File: config.mk
export PLATFORM = sky130hd
export DESIGN_NAME = unary_sng_scheduler_flat
export DESIGN_NICKNAME = d
export VERILOG_FILES = /design/src/rtl/unary_sng_scheduler_if.sv /design/src/rtl/unary_sng_scheduler.sv /design/src/flat_wrapper.sv
export SDC_FILE = /design/constraint.sdc
export NUM_CORES = 1
export LEC_CHECK = 0
export BUFFER_PORTS_ARGS = -buffer_cell sky130_fd_sc_hd__buf_4
export CORE_MARGIN = 8
export CORE_UTILIZATION = 40
export CTS_BUF_LIST = sky130_fd_sc_hd__clkbuf_4
export DETAILED_ROUTE_END_ITERATION = 7
export PLACE_DENSITY = 0.75
export SETUP_SLACK_MARGIN = 0.05
export SYNTH_ARGS = -nofsm -noshare
export SYNTH_HDL_FRONTEND = slang
export SYNTH_SLANG_ARGS = --single-unit
File: constraint.sdc
create_clock -name clk -period 6.3 [get_ports clk]
set_input_delay 0.945 -clock clk [delete_from_list [all_inputs] [get_ports clk]]
set_output_delay 0.945 -clock clk [all_outputs]
set_load 0.01 [all_outputs]
File: src/rtl/unary_sng_scheduler_if.sv
// Bitstream side of the SNG scheduler: serial unary bits with valid/ready,
// the granted requester id, and the end-of-job seed report.
interface unary_sng_scheduler_if #(
    parameter int NREQ = 4
) ();
    localparam int IW = $clog2(NREQ);

    logic          bs_valid;
    logic          bs_ready;
    logic          bs_bit;
    logic          bs_last;
    logic [IW-1:0] bs_id;
    logic          done;
    logic [10:0]   end_seed;

    modport master (
        output bs_valid, bs_bit, bs_last, bs_id, done, end_seed,
        input  bs_ready
    );

    modport slave (
        input  bs_valid, bs_bit, bs_last, bs_id, done, end_seed,
        output bs_ready
    );
endinterface

File: src/rtl/unary_sng_scheduler.sv
// Round-robin scheduler sharing one 11-bit LFSR stochastic number generator
// among NREQ requesters; each job streams LEN unary bits then reports the LFSR state.
module unary_sng_scheduler #(
    parameter int NREQ = 4,
    parameter int LEN  = 2048
) (
    input  logic                 clk,
    input  logic                 rst,
    input  logic [NREQ-1:0]      req,
    input  logic [NREQ*11-1:0]   scalar,
    input  logic [NREQ*11-1:0]   seed,
    output logic [NREQ-1:0]      grant,
    output logic                 busy,
    unary_sng_scheduler_if.master bs
);
    localparam int IW = $clog2(NREQ);
    localparam int CW = $clog2(LEN);

    localparam logic [1:0] S_IDLE   = 2'd0;
    localparam logic [1:0] S_STREAM = 2'd1;
    localparam logic [1:0] S_DONE   = 2'd2;

    logic [1:0]    state_q, state_d;
    logic [IW-1:0] ptr_q, ptr_d;
    logic [IW-1:0] id_q, id_d;
    logic [10:0]   scalar_q, scalar_d;
    logic [10:0]   lfsr_q, lfsr_d;
    logic [10:0]   end_seed_q, end_seed_d;
    logic [CW-1:0] cnt_q, cnt_d;

    logic          found;
    logic [IW-1:0] pick;
    logic [10:0]   seed_sel;
    logic          in_stream;
    logic          last_beat;

    function automatic logic [10:0] lfsr_next(input logic [10:0] s);
        return {s[9:0], s[10] ^ s[3] ^ s[1] ^ s[0]};
    endfunction

    // First requester above the pointer wins, so the last winner ranks lowest.
    always_comb begin
        found = 1'b0;
        pick  = ptr_q;
        for (int off = 1; off <= NREQ; off++) begin
            if (!found && req[(int'(ptr_q) + off) % NREQ]) begin
                found = 1'b1;
                pick  = IW'((int'(ptr_q) + off) % NREQ);
            end
        end
    end

    assign in_stream = (state_q == S_STREAM);
    assign last_beat = (cnt_q == CW'(LEN - 1));

    always_comb begin
        state_d    = state_q;
        ptr_d      = ptr_q;
        id_d       = id_q;
        scalar_d   = scalar_q;
        lfsr_d     = lfsr_q;
        end_seed_d = end_seed_q;
        cnt_d      = cnt_q;
        seed_sel   = seed[int'(pick)*11 +: 11];
        case (state_q)
            S_IDLE: begin
                if (found) begin
                    state_d  = S_STREAM;
                    ptr_d    = pick;
                    id_d     = pick;
                    scalar_d = scalar[int'(pick)*11 +: 11];
                    // An all-zero LFSR never leaves zero, so substitute 1.
                    lfsr_d   = (seed_sel == 11'h000) ? 11'h001 : seed_sel;
                    cnt_d    = '0;
                end
            end
            S_STREAM: begin
                if (bs.bs_ready) begin
                    lfsr_d = lfsr_next(lfsr_q);
                    cnt_d  = cnt_q + CW'(1);
                    if (last_beat) begin
                        state_d    = S_DONE;
                        end_seed_d = lfsr_next(lfsr_q);
                    end
                end
            end
            S_DONE: begin
                state_d = S_IDLE;
            end
            default: begin
                state_d = S_IDLE;
            end
        endcase
    end

    always_ff @(posedge clk) begin
        if (rst) begin
            state_q    <= S_IDLE;
            ptr_q      <= IW'(NREQ - 1);
            id_q       <= '0;
            scalar_q   <= '0;
            lfsr_q     <= 11'h001;
            end_seed_q <= '0;
            cnt_q      <= '0;
        end else begin
            state_q    <= state_d;
            ptr_q      <= ptr_d;
            id_q       <= id_d;
            scalar_q   <= scalar_d;
            lfsr_q     <= lfsr_d;
            end_seed_q <= end_seed_d;
            cnt_q      <= cnt_d;
        end
    end

    assign grant       = in_stream ? (NREQ'(1) << id_q) : '0;
    assign busy        = (state_q != S_IDLE);
    assign bs.bs_valid = in_stream;
    assign bs.bs_bit   = in_stream && (scalar_q > lfsr_q);
    assign bs.bs_last  = in_stream && last_beat;
    assign bs.bs_id    = id_q;
    assign bs.done     = (state_q == S_DONE);
    assign bs.end_seed = end_seed_q;
endmodule
File: src/flat_wrapper.sv
// flat-port wrapper written by rule: the top's interface ports become plain ports
module unary_sng_scheduler_flat 
#(
    parameter int NREQ = 4,
    parameter int LEN  = 2048
)
  (clk, rst, req, scalar, seed, grant, busy, bs_bs_valid, bs_bs_bit, bs_bs_last, bs_bs_id, bs_done, bs_end_seed, bs_bs_ready);
  unary_sng_scheduler_if #(.NREQ(NREQ)) bs_i ();
  input  logic clk;
  input  logic rst;
  input  logic [NREQ-1:0] req;
  input  logic [NREQ*11-1:0] scalar;
  input  logic [NREQ*11-1:0] seed;
  output logic [NREQ-1:0] grant;
  output logic busy;
  output wire logic [$bits(bs_i.bs_valid)-1:0] bs_bs_valid;
  output wire logic [$bits(bs_i.bs_bit)-1:0] bs_bs_bit;
  output wire logic [$bits(bs_i.bs_last)-1:0] bs_bs_last;
  output wire logic [$bits(bs_i.bs_id)-1:0] bs_bs_id;
  output wire logic [$bits(bs_i.done)-1:0] bs_done;
  output wire logic [$bits(bs_i.end_seed)-1:0] bs_end_seed;
  input wire logic [$bits(bs_i.bs_ready)-1:0] bs_bs_ready;
  assign bs_bs_valid = bs_i.bs_valid;
  assign bs_bs_bit = bs_i.bs_bit;
  assign bs_bs_last = bs_i.bs_last;
  assign bs_bs_id = bs_i.bs_id;
  assign bs_done = bs_i.done;
  assign bs_end_seed = bs_i.end_seed;
  assign bs_i.bs_ready = bs_bs_ready;
  unary_sng_scheduler #(.NREQ(NREQ), .LEN(LEN)) u_core (.clk(clk), .rst(rst), .req(req), .scalar(scalar), .seed(seed), .grant(grant), .busy(busy), .bs(bs_i));
endmodule
After elaboration in Yosys (flattened, before gate mapping)
Cells that the tools add are included.
{"block": "totals", "wordCells": 86, "reg_bits": 50, "out_inout_bits": 22, "inputBits": 95}
{"block": "classes", "shift": 3, "addsub": 5, "n_lt_le_gt_ge": 5, "bitwise_logic": 7, "eq_ne": 6, "muxes": 32, "reduce_logical": 20, "multipliers": 1}
{"cell": "$shiftx 44x32->11", "n": 2}
{"cell": "$mux 11", "n": 5}
{"cell": "$pmux 11 s2", "n": 2}
{"cell": "$lt 3x4->1 const B", "n": 4}
{"cell": "$mux 2", "n": 7}
{"cell": "$mux 1", "n": 12}
{"cell": "$add 11x1->11 const B", "n": 1}
{"cell": "$eq 11x11->1 const B", "n": 1}
{"cell": "$gt 11x11->1", "n": 1}
{"cell": "$logic_not 11->1", "n": 1}
{"cell": "$reduce_and 3->1", "n": 3}
{"cell": "$bmux 1 s2", "n": 4}
{"cell": "$reduce_or 2->1", "n": 4}
{"cell": "$mul 2x4->6 const B", "n": 1}
{"cell": "$logic_and 1x1->1", "n": 5}
{"cell": "$add 2x1->2 const B", "n": 2}
{"cell": "$add 2x2->2 const B", "n": 2}
{"cell": "$and 1x1->1 const A", "n": 4}
{"cell": "$mux 4", "n": 1}
{"cell": "$ne 2x2->1 const B", "n": 2}
{"cell": "$pmux 2 s2", "n": 1}
{"cell": "$reduce_bool 2->1", "n": 2}
{"cell": "$shl 1x2->4 const A", "n": 1}
{"cell": "$logic_not 1->1", "n": 3}
{"cell": "6 further kinds", "n": 8}

Depth between registers and ports, before layout
{"block": "depth", "depth_word": 22, "depth_mapped": 10, "mapped_depth_nobuf": 10}

Worst setup path before layout
No wires, ideal clock.
{"block": "synth_timing", "path_type": "input to register", "from": "input port req[1]", "to": "register u_core.lfsr_q[0]", "setup_slack_ns": 3.368, "n_path_buf": 1, "t_required_ns": 6.242, "cell_stages": 9, "t_arrival_ns": 2.874, "path_cell_list": "nor2b_1 > o21ba_2 > a221oi_4 > buf_6 > mux2i_1 > mux2i_1 > or4_1 > nor4_1 > a211o_1"}
{"block": "synth_between", "elab_chain_cells": 19, "elab_cells_between_ends": 34, "cone_classes": "mul (1); eq/ne (1); shift (1); mux (23); reduce/logical (8)"}
{"element": "start: declaration", "line_no": "flat_wrapper.sv:11", "text": "input logic [NREQ-1:0] req;"}
{"element": "$bmux 1 s2", "line_no": "unary_sng_scheduler.sv:46", "text": "if (!found && req[(int'(ptr_q) + off) % NREQ]) begin"}
{"element": "$mux 1 (not written as such) (2 in a row)", "line_no": "unary_sng_scheduler.sv:46"}
{"element": "$mux 1", "line_no": "unary_sng_scheduler.sv:46"}
{"element": "$logic_not 1->1", "line_no": "unary_sng_scheduler.sv:46"}
{"element": "$logic_and 1x1->1", "line_no": "unary_sng_scheduler.sv:46"}
{"element": "$mux 1", "line_no": "unary_sng_scheduler.sv:46"}
{"element": "$logic_not 1->1", "line_no": "unary_sng_scheduler.sv:46"}
{"element": "$logic_and 1x1->1", "line_no": "unary_sng_scheduler.sv:46"}
{"element": "[... 2 more ...]"}
{"element": "$logic_and 1x1->1", "line_no": "unary_sng_scheduler.sv:46"}
{"element": "$mux 2", "line_no": "unary_sng_scheduler.sv:46"}
{"element": "$mul 2x4->6", "line_no": "unary_sng_scheduler.sv:64", "text": "seed_sel = seed[int'(pick)*11 +: 11];"}
{"element": "$shiftx 44x32->11", "line_no": "unary_sng_scheduler.sv:64"}
{"element": "$logic_not 11->1", "line_no": "unary_sng_scheduler.sv:73", "text": "lfsr_d = (seed_sel == 11'h000) ? 11'h001 : seed_sel;"}
{"element": "$mux 11", "line_no": "unary_sng_scheduler.sv:73"}
{"element": "$mux 11", "line_no": "unary_sng_scheduler.sv:67", "text": "if (found) begin"}
{"element": "$pmux 11 s2", "line_no": "unary_sng_scheduler.sv:65", "text": "case (state_q)"}
{"element": "end signal: assignment", "line_no": "unary_sng_scheduler.sv:110", "text": "lfsr_q <= lfsr_d;"}
{"element": "end: declaration", "line_no": "unary_sng_scheduler.sv:27", "text": "logic [10:0] lfsr_q, lfsr_d;"}
Several ways; a longest one is shown, not always the timed one. The select of a mux whose other input is x is not followed.
A chain may end at the register's enable or synchronous reset.

Final worst setup path
{"block": "layout_timing", "from": "register u_core.state_q[1]", "to": "output port bs_bs_bit"}
{"block": "layout_between", "elab_chain_cells": 2}
{"element": "start: declaration", "line_no": "unary_sng_scheduler.sv:23", "text": "logic [1:0] state_q, state_d;"}
{"element": "start signal: assignment", "line_no": "unary_sng_scheduler.sv:106", "text": "state_q <= state_d;"}
{"element": "$eq 2x1->1", "line_no": "unary_sng_scheduler.sv:53", "text": "assign in_stream = (state_q == S_STREAM);"}
{"element": "$logic_and 1x1->1", "line_no": "unary_sng_scheduler.sv:119", "text": "assign bs.bs_bit = in_stream && (scalar_q > lfsr_q);"}
{"element": "end: declaration", "line_no": "flat_wrapper.sv:17", "text": "output wire logic [$bits(bs_i.bs_bit)-1:0] bs_bs_bit;"}
No other way between the ends.

==> results.cfg <==
[run_status]
outcome = finished, final reports clean

[clocking]
cts_tree = yes
clk_pin_slew_worst_paths_ns = 0.15
postCtsHoldBufs = 0
h-tree-depth = 2
root_buffer = clkbuf_4
cts_resized = 0
post_cts_buffers = 0
clockBufferDepth = 2
clk_latency_ns = 0.36
cts_made_buffers = 5
clock_sinks = 50

[cells_and_area]
fillers = 684
regArea_um2 = 1000
final_cell_mix = buf_4, nand2_1, dfxtp_1
layout-drive-gt1-share_pct = 33.0
multi_input_area_um2 = 1850
areaGrowthSynthToFinish_pct = 32.9
final_common_cell = buf_4
finalInstanceArea_um2 = 4000
diodes = 0
final_nets = 563

[die]
core_region_area_um2 = 7250
start_util_pct = 41.5
fp.dieW_um = 103
row_count = 31
io_pins = 117
die_h_um = 103
dieArea_um2 = 10600

[worst_setup_path]
critPathRequiredTime_ns = 5.35
rr_startpoint = u_core.ptr_q[0]
path_max_fanout = 23
critical-path-max-stage-delay_ns = 0.68
reg2reg_slack_ns = 3.45
crit_slowest_cell = inv_1
path_class = reg -> out
reg2regPathDepth = 8
cp.arrival_ns = 2.41
worst_setup_path_end_kind = output pin
r2r_end = u_core.lfsr_q[0]
start_kind = flop
crit_chain = nand2b_1 -> inv_1 -> o21ai_0 -> nor3_1 -> buf_4

[worst_hold_path]
min_from = u_core.bs.end_seed[9]
hold_class = reg -> reg
whs_endpoint = u_core.bs.end_seed[9]
whs_path_depth = 2

[global_routing]
grt_pass1_vias = 3022
overflow = 0
antenna_found_initial = 0
grt_max_degree = 44
grt_pass1_wl_um = 13700
grt_usage_pct = 16.3

[logic_synthesis]
synthCells = 350
synth_async_sr_flop_share_pct = 0
yosysUniqueCellTypes = 43
syn-cell-area_um2 = 3010
synth_fp_nets = 457
synth_adder_area_share_pct = 4.99
synth_compound_gate_area_share_pct = 14.5
synth_top_family_by_area = simple AND/OR/NAND/NOR gates
synth-edff-count = 0
ys_seq_area_share_pct = 33.3
synth-main-ff-cell = dfxtp_1
ys_ff_latch = 50
synth_xor_area_share_pct = 2.33
synthMuxAreaShare_pct = 18.2
syn_avg_cell_area_um2 = 8.59
yosysWarnings = 0
synth_simple_gate_area_share_pct = 21.3

[sta]
fin_crit_sh_pct = 53.2
hold_viol = 0
min_period_ns = 3.35
fmax_mhz = 298
skew_ns = 0.0119
relSlewSlack_pct = 51.5
tightest_slew_ns = 0.726
finalSetupViolCount = 0
rsz0062_at_grt = no
setup_tns_ns = 0
finalMaxSlewViolations = 0

[pwr]
p_per_area_nw_per_um2 = 209
p_leak_nw = 1.74
peakVddDrop_mv = 0.0960
totalPowerFinal_uw = 837

[placed_design]
numPortBuffers = 116
routabilityCongestion = 0.789
dp_hpwl_um = 6960
placed_area_um2 = 3920

[drt]
num_vias = 2906
wire_per_inst_um = 15.5
drcViolationCount = 0
drtAntennaViolNets = 0
drt-total-wl_um = 8630
drt_iter0_drc = 174
via_per_inst = 5.23
firstDrtPassIters = 4

[flow_run]
cap_violations = 0
## cell type report
class | instances | share of cell area (%)
Timing Repair Buffer | 120 | 22.5
Tap cell | 99 | 3.10
Clock inverter | 3 | 1.00
Clock buffer | 5 | 0.939
Multi-Input combinational cell | 266 | 46.2
Inverter | 13 | 1.22
Sequential cell | 50 | 25.0
## routing by layer
| layer | vias up | GRT usage [%] | wire length (um) |
|---|---|---|---|
| met5 | - | 0 | 0 |
| li1 | 1449 | - | - |
| met3 | 6 | 5.60 | 676 |
| met4 | 0 | 4.63 | 85 |
| met1 | 1350 | 18.1 | 3440 |
| met2 | 101 | 28.7 | 4430 |
## state kept, by name (all words and copies together) (netlist names)
name / flops
u_core.scalar_q: 11
u_core.state_q: 2
u_core.cnt_q: 11
u_core.bs.end_seed: 11
u_core.lfsr_q: 11
u_core.ptr_q: 2
u_core.bs.bs_id: 2
## worst max-delay path by stage
stage                                  from          endpoint  slack, ns  depth (start not counted)
after floorplan                      req[1]  u_core.lfsr_q[0]       3.37                          9
after global placement               req[1]  u_core.lfsr_q[0]       2.85                          9
after detailed placement             req[1]  u_core.lfsr_q[0]       2.78                          9
after CTS                  u_core.lfsr_q[1]         bs_bs_bit       2.95                         11
after global routing      u_core.state_q[0]         bs_bs_bit       2.75                          5
final                     u_core.state_q[1]         bs_bs_bit       2.95                          5
## power breakdown
part | total [mW] | internal [mW] | switching (mW)
combinational | 0.287 | 0.153 | 0.134
clock | 0.184 | 0.0824 | 0.102
sequential | 0.366 | 0.340 | 0.0259
total | 0.837 | 0.576 | 0.261
## kinds of logic (layout without fill, tap and decap cells)
group / after synthesis / after routing
adders and majority gates: 12 / 12
and+or+nand+nor: 144 / 144
xor gates and xnor gates: 8 / 8
AOI/OAI and AO/OA: 68 / 68
buffers and inverters: 34 / 141
muxes: 34 / 34
DFF: 50 / 50
## worst max-delay path, delay by kind of cell, from the launching register on
family	cells	cell delay, ns
AO/OA/AOI/OAI	1	0.19
AND/OR/NAND/NOR	2	0.64
flip-flops	1	0.36
buffers and inverters	2	0.85
## stage by stage
stage	hold WS (ns)	util, %	worst slack (ns)	std cells
6_report	0.460	55.1	2.95	556
5_1_grt	0.479	55.1	2.75	556
4_1_cts	0.467	55.1	2.95	556
3_5_place_dp	0.447	54.1	2.78	548
3_3_place_gp	0.441	54.1	2.85	548
2_1_floorplan	0.436	-	3.37	350
## cell usage after synthesis (4+ instances only)
master | count | area [um2]
a211oi_1 | 4 | 30.0
a21oi_1 | 32 | 160
a311oi_1 | 8 | 70.1
clkbuf_1 | 16 | 60.1
dfxtp_1 | 50 | 1000
ha_1 | 12 | 150
inv_1 | 13 | 48.8
mux2i_1 | 15 | 150
mux4_2 | 15 | 338
nand2_1 | 73 | 274
nand2b_1 | 7 | 43.8
nand3_1 | 6 | 30.0
nand4_1 | 8 | 50.1
nor2_1 | 28 | 105
nor2b_1 | 5 | 31.3
nor3_1 | 4 | 20.0
o21ai_0 | 9 | 45.0
xor2_1 | 6 | 52.6
Power figures use the tool's default switching activity.
